File: src/rtl/gcd_binary_param_pkg.sv
// Shared state encoding for the binary-GCD engine.
// State bit order is {q_Done, q_Mult, q_Sub, q_I}.
package gcd_pkg;
  typedef logic [3:0] state_t;

  localparam state_t INI  = 4'b0001;
  localparam state_t SUB  = 4'b0010;
  localparam state_t MULT = 4'b0100;
  localparam state_t DONE = 4'b1000;
endpackage

File: src/rtl/gcd_binary_param_step.sv
// One Stein reduction step: next A, B, K for the SUB state plus the A==B flag.
module gcd_step #(
  parameter int W  = 8,
  parameter int KW = 4
) (
  input  logic [W-1:0]  a,
  input  logic [W-1:0]  b,
  input  logic [KW-1:0] k,
  output logic [W-1:0]  a_nxt,
  output logic [W-1:0]  b_nxt,
  output logic [KW-1:0] k_nxt,
  output logic          eq
);
  always_comb begin
    a_nxt = a;
    b_nxt = b;
    k_nxt = k;
    eq    = (a == b);
    if (!eq) begin
      if (a < b) begin
        a_nxt = b;
        b_nxt = a;
      end else if (a[0] && b[0]) begin
        a_nxt = a - b;
      end else if (!a[0] && !b[0]) begin
        a_nxt = a >> 1;
        b_nxt = b >> 1;
        k_nxt = k + 1'b1;
      end else if (!a[0]) begin
        a_nxt = a >> 1;
      end else begin
        b_nxt = b >> 1;
      end
    end
  end
endmodule

File: src/rtl/gcd_binary_param.sv
// Parametrised binary-GCD engine with Start/Ack handshake and CEN single-step.
// Optional macro GCD_CYCLE_COUNT_EN adds a saturating 16-bit Cycles output.
module gcd_binary_param
  import gcd_pkg::*;
#(
  parameter int W             = 8,
  parameter int RESTORE_SHIFT = 0,
  parameter int KW            = $clog2(W) + 1
) (
  input  logic          Clk,
  input  logic          Reset,
  input  logic          CEN,
  input  logic          Start,
  input  logic          Ack,
  input  logic [W-1:0]  Ain,
  input  logic [W-1:0]  Bin,
  output logic [W-1:0]  A,
  output logic [W-1:0]  B,
  output logic [W-1:0]  Gcd,
  output logic [KW-1:0] K,
  output logic          Zero,
`ifdef GCD_CYCLE_COUNT_EN
  output logic [15:0]   Cycles,
`endif
  output logic          q_I,
  output logic          q_Sub,
  output logic          q_Mult,
  output logic          q_Done
);
  state_t        state_q, state_d;
  logic [W-1:0]  a_q, a_d, b_q, b_d, gcd_q, gcd_d;
  logic [KW-1:0] k_q, k_d;
  logic          zero_q, zero_d;

  logic [W-1:0]  step_a, step_b;
  logic [KW-1:0] step_k;
  logic          step_eq;

  gcd_step #(.W(W), .KW(KW)) u_step (
    .a(a_q), .b(b_q), .k(k_q),
    .a_nxt(step_a), .b_nxt(step_b), .k_nxt(step_k), .eq(step_eq)
  );

  always_comb begin
    state_d = state_q;
    a_d     = a_q;
    b_d     = b_q;
    gcd_d   = gcd_q;
    k_d     = k_q;
    zero_d  = zero_q;
    case (state_q)
      INI: begin
        a_d    = Ain;
        b_d    = Bin;
        k_d    = '0;
        gcd_d  = '0;
        zero_d = 1'b0;
        if (Start) begin
          if (Ain == '0 || Bin == '0) begin
            state_d = DONE;
            gcd_d   = Ain | Bin;
            zero_d  = 1'b1;
          end else begin
            state_d = SUB;
          end
        end
      end
      SUB: if (CEN) begin
        a_d = step_a;
        b_d = step_b;
        k_d = step_k;
        if (step_eq) begin
          gcd_d   = a_q;
          state_d = (k_q == '0) ? DONE : MULT;
        end
      end
      // MULT is only entered with K >= 1, so the doubling path ends at K==1.
      MULT: if (CEN) begin
        if (RESTORE_SHIFT != 0) begin
          gcd_d   = gcd_q << k_q;
          k_d     = '0;
          state_d = DONE;
        end else begin
          gcd_d = gcd_q << 1;
          k_d   = k_q - 1'b1;
          if (k_q == KW'(1)) state_d = DONE;
        end
      end
      DONE: if (Ack) state_d = INI;
      default: state_d = INI;
    endcase
  end

  always_ff @(posedge Clk or posedge Reset) begin
    if (Reset) begin
      state_q <= INI;
      a_q     <= '0;
      b_q     <= '0;
      gcd_q   <= '0;
      k_q     <= '0;
      zero_q  <= 1'b0;
    end else begin
      state_q <= state_d;
      a_q     <= a_d;
      b_q     <= b_d;
      gcd_q   <= gcd_d;
      k_q     <= k_d;
      zero_q  <= zero_d;
    end
  end

`ifdef GCD_CYCLE_COUNT_EN
  logic [15:0] cyc_q, cyc_d;

  always_comb begin
    cyc_d = cyc_q;
    if (state_q == INI)
      cyc_d = '0;
    else if (CEN && (state_q == SUB || state_q == MULT) && cyc_q != 16'hFFFF)
      cyc_d = cyc_q + 16'd1;
  end

  always_ff @(posedge Clk or posedge Reset) begin
    if (Reset) cyc_q <= '0;
    else       cyc_q <= cyc_d;
  end

  assign Cycles = cyc_q;
`endif

  assign A    = a_q;
  assign B    = b_q;
  assign Gcd  = gcd_q;
  assign K    = k_q;
  assign Zero = zero_q;
  assign {q_Done, q_Mult, q_Sub, q_I} = state_q;
endmodule

File: config.mk
export PLATFORM = sky130hd
export DESIGN_NAME = gcd_binary_param
export DESIGN_NICKNAME = d
export VERILOG_FILES = /design/src/rtl/gcd_binary_param_pkg.sv /design/src/rtl/gcd_binary_param_step.sv /design/src/rtl/gcd_binary_param.sv
export SDC_FILE = /design/constraint.sdc
export NUM_CORES = 1
export LEC_CHECK = 0
export BUFFER_PORTS_ARGS = -buffer_cell sky130_fd_sc_hd__buf_4
export CORE_MARGIN = 2
export CORE_UTILIZATION = 55
export DETAILED_ROUTE_END_ITERATION = 8
export PLACE_DENSITY = 0.81
export SYNTH_ARGS = -nofsm -noshare
export SYNTH_HDL_FRONTEND = slang
export SYNTH_SLANG_ARGS = --single-unit
export TNS_END_PERCENT = 50
File: constraint.sdc
create_clock -name Clk -period 3.4 [get_ports Clk]
set_clock_uncertainty 0.05 [all_clocks]
set_input_delay 0.51 -clock Clk [delete_from_list [all_inputs] [get_ports Clk]]
set_output_delay 0.51 -clock Clk [all_outputs]
set_load 0.005 [all_outputs]
==> metrics.csv <==
stage;metric;value;unit
clocking;root buf cell;clkbuf_8;
synth;top_reg_cell synth;dfrtp_1;
final_layout;layout cell share with drive strength beyond 1;0.271;
power_and_ir_drop;power per standard cell area;1110;nW/µm²
clocking;clock buffer depth;2;
power_and_ir_drop;clock power share;0.087;
clocking;Resize count post-CTS;0;
placement;hpwl dp;5.31;mm
global_route;first-pass GRT wire length;12.0;mm
power_and_ir_drop;sequential power share;0.243;
drt;drt via density;6.47;
drt;drt pass-1 iters;5;
synth;most common cell in the synthesized netlist;nor2_1;
floorplan;Die Area;5250;µm²
timing;final setup vio count;0;
timing;RSZ-0062 raised after global routing;no;
power_and_ir_drop;combinational power share;0.669;
clocking;total CTS buffers;5;
timing;relative slew slack;0.408;
placement;number of buffers added on ports;53;
synth;Post-synth EDFFs;0;
global_route;number of global-route vias before repair;2404;
synth;Synth Cell Area;2570;µm²
floorplan;io pins;54;
power_and_ir_drop;Pleak;1.42;nW
drt;Residual DRC;0;
setup_path;CP max stage delay;450;ps
timing;Setup WS post-layout;441;ps
run;Max-Cap Viols;0;
synth;Mapped Cells;306;
timing;Max Transition Viols Final;0;
drt;mean routed wirelength per cell;17.6;µm
drt;via count;2652;
floorplan;die width;72.4;µm
setup_path;crit start category;flop;
setup_path;Worst EP required;3520;ps
synth;Yosys warning count;0;
synth;part of the Yosys area used for sequential elements;0.321;
placement;pre-CTS WS;461;ps
placement;Placed Cells incl. Taps;403;
clocking;Reg clk slew, reported paths;70;ps
clocking;Post-CTS Setup Bufs;0;
floorplan;Die Ht;72.4;µm
global_route;Overall Global Routing Usage;0.290;
final_layout;Synth-to-Final Area Change;20.5;%
synth;Synth Area in Simple Gates;0.209;
power_and_ir_drop;Int Power;0.00175;W
placement;Area after DPL;3020;µm²
synth;xor/xnor share of the synthesized area;0.0102;
synth;area share of the largest cell type after synthesis;0.311;
final_layout;Nets;393;
timing;Final min period;2960;ps
setup_path;CP max stage cell;dfrtp_1;
synth;post-synth top area cell;dfrtp_1;
timing;Max Clk Rate;338;MHz
synth;main combinational cell family by area after synthesis;compound AO/OA/AOI/OAI gates;
synth;adder and majority gate portion of the synthesized area;0.0709;
power_and_ir_drop;P_sw;0.00170;W
clocking;Clock Sinks;33;
floorplan;# rows;24;
synth;flops & latches, synth;33;
setup_path;Crit. End Element;flop;
placement;Final GP Congestion;0.902;
timing;hold slack;275;ps
global_route;pin count of the biggest net entering global routing;34;
synth;synth cell count leaders;nor2_1, dfrtp_1, o21ai_0;
drt;final wirelength;7.23;mm
final_layout;Finished Cell Area;3100;µm²
worst_hold_path;Hold Crit Class;primary input to asynchronous set/reset pin;
power_and_ir_drop;Worst VDD drop;0.523;mV
synth;post-synth cell types;59;
synth;Compound-Gate Fraction of Synth Area;0.260;
timing;worst-margin pin slew;885;ps
clocking;H-tree depth;2;
setup_path;CP Class;flop to flop;
timing;final cycle utilization of the critical path;0.870;
clocking;cts hold-fix bufs;0;
timing;Post-Route Setup TNS;0;ps
synth;ys async rst share;1.00;
drt;1st-iter DRT viols;267;
clocking;CTS tree;yes;
final_layout;Layout Cells excl Fill;410;
drt;Final ANT Viol Nets;0;
synth;syn nets;341;
final_layout;n_diodes;0;
clocking;clk_lat worst skew;280;ps
power_and_ir_drop;Sw Share;0.493;
setup_path;arrival time worst endpoint;3080;ps
timing;final hold violation count;0;
setup_path;crit-path max FO;7;
synth;Mapped Avg Cell Area;8.41;µm²
global_route;grt ovf;0;
synth;top cells by area, synth;dfrtp_1, ha_1, mux2_2;
setup_path;R2R depth;9;
status;status;finished, final reports clean;
floorplan;core area;4440;µm²
global_route;initial antenna violation count;0;
setup_path;Critical Path, Cell by Cell;clkinv_1 -> ha_1 -> fa_1 -> nand2b_1 -> a211oi_1 -> a211o_1 -> a41oi_1 -> nor3_2 -> mux2_2;
floorplan;initial core utilization;0.579;
synth;mux contribution to synthesized area;0.0763;
## cell type report
cell class / count / area, µm²
well taps: 52 / 65.1
repair buffers: 60 / 450
clock buffers: 7 / 86.3
inverters: 16 / 60.1
flip-flops and latches: 33 / 827
multi-input cells: 242 / 1610
fillers: 387 / 1340
## power by group through the flow
stage / sequential, W / clock [W] / combinational [W]
finish: 0.000840 / 0.000302 / 0.00231
global route: 0.000867 / 0.000320 / 0.00255
CTS: 0.000827 / 0.000306 / 0.00227
detailed placement: 0.000835 / 0 / 0.00226
global placement: 0.000828 / 0 / 0.00219
floorplan: 0.000740 / 0 / 0.00166
## sequential cells by signal, summed over array words and instances (netlist names)
register	flops
Gcd	8
A	8
Zero	1
K	4
state_q	4
B	8
## placed cells by master (no fill, tap or decap), types with 2 or more instances in the layout
cell | Yosys | final
o2111ai_1 | 2 | 2
nand3_1 | 10 | 10
a211oi_1 | 6 | 6
nand2_1 | 24 | 24
clkbuf_8 | 0 | 6
nand2b_1 | 4 | 4
mux2_2 | 13 | 13
a31oi_1 | 9 | 9
nor3_1 | 6 | 6
ha_1 | 13 | 13
and3_2 | 8 | 8
a21oi_1 | 19 | 19
nor4_1 | 5 | 5
a22oi_1 | 8 | 8
o21ai_0 | 27 | 27
inv_1 | 15 | 15
buf_4 | 0 | 60
dfrtp_1 | 32 | 32
xnor2_1 | 2 | 2
nor2_1 | 33 | 33
o211ai_1 | 6 | 6
mux2i_1 | 5 | 5
o311ai_0 | 2 | 2
or3_1 | 3 | 3
o22ai_1 | 3 | 3
nand4_1 | 2 | 2
a211o_1 | 2 | 2
a221oi_1 | 2 | 2
nor3b_1 | 2 | 2
## kinds of logic (layout without fill, tap and decap cells)
kind of cell / Yosys count / count (layout)
XOR/XNOR: 3 / 3
multiplexers: 18 / 18
AND/OR/NAND/NOR: 106 / 106
AO/OA/AOI/OAI: 101 / 101
adder cells (fa/ha/maj): 14 / 14
flip-flops: 33 / 33
buffers and inverters: 31 / 83
## worst max-delay path: cells and delay by family (launching register included)
| kind | cells | cell delay [ps] |
|---|---|---|
| AOI/OAI and AO/OA | 3 | 670 |
| adders and majority gates | 2 | 620 |
| buffers and inverters | 1 | 120 |
| DFF | 1 | 450 |
| muxes | 1 | 380 |
| and+or+nand+nor | 2 | 550 |
## metrics by stage
step	total power (W)	util
4_1_cts	0.00341	0.698
2_1_floorplan	0.00240	-
3_3_place_gp	0.00302	0.678
6_report	0.00345	0.698
3_5_place_dp	0.00309	0.678
5_1_grt	0.00374	0.698
## per-layer routing
layer,share of wire,vias to the layer above,GRT usage
met3,0.073,10,0.0458
met4,0.012,0,0.0741
met2,0.46,126,0.434
li1,-,1252,-
met5,0,-,0
met1,0.46,1264,0.439
## path summary, 6_finish.rpt
check                           startpoint    endpoint  slack (ps)
worst max register to register        A[0]        K[1]         440
worst min-delay path                 Reset  state_q[3]         280
max in group asynchronous            Reset  state_q[0]        2680
worst min register to register        Zero        Zero         440
worst max-delay path                  A[0]        K[1]         440
min in group Clk                     Start  state_q[0]         380
Note: power is estimated with default switching activity, not from simulation.
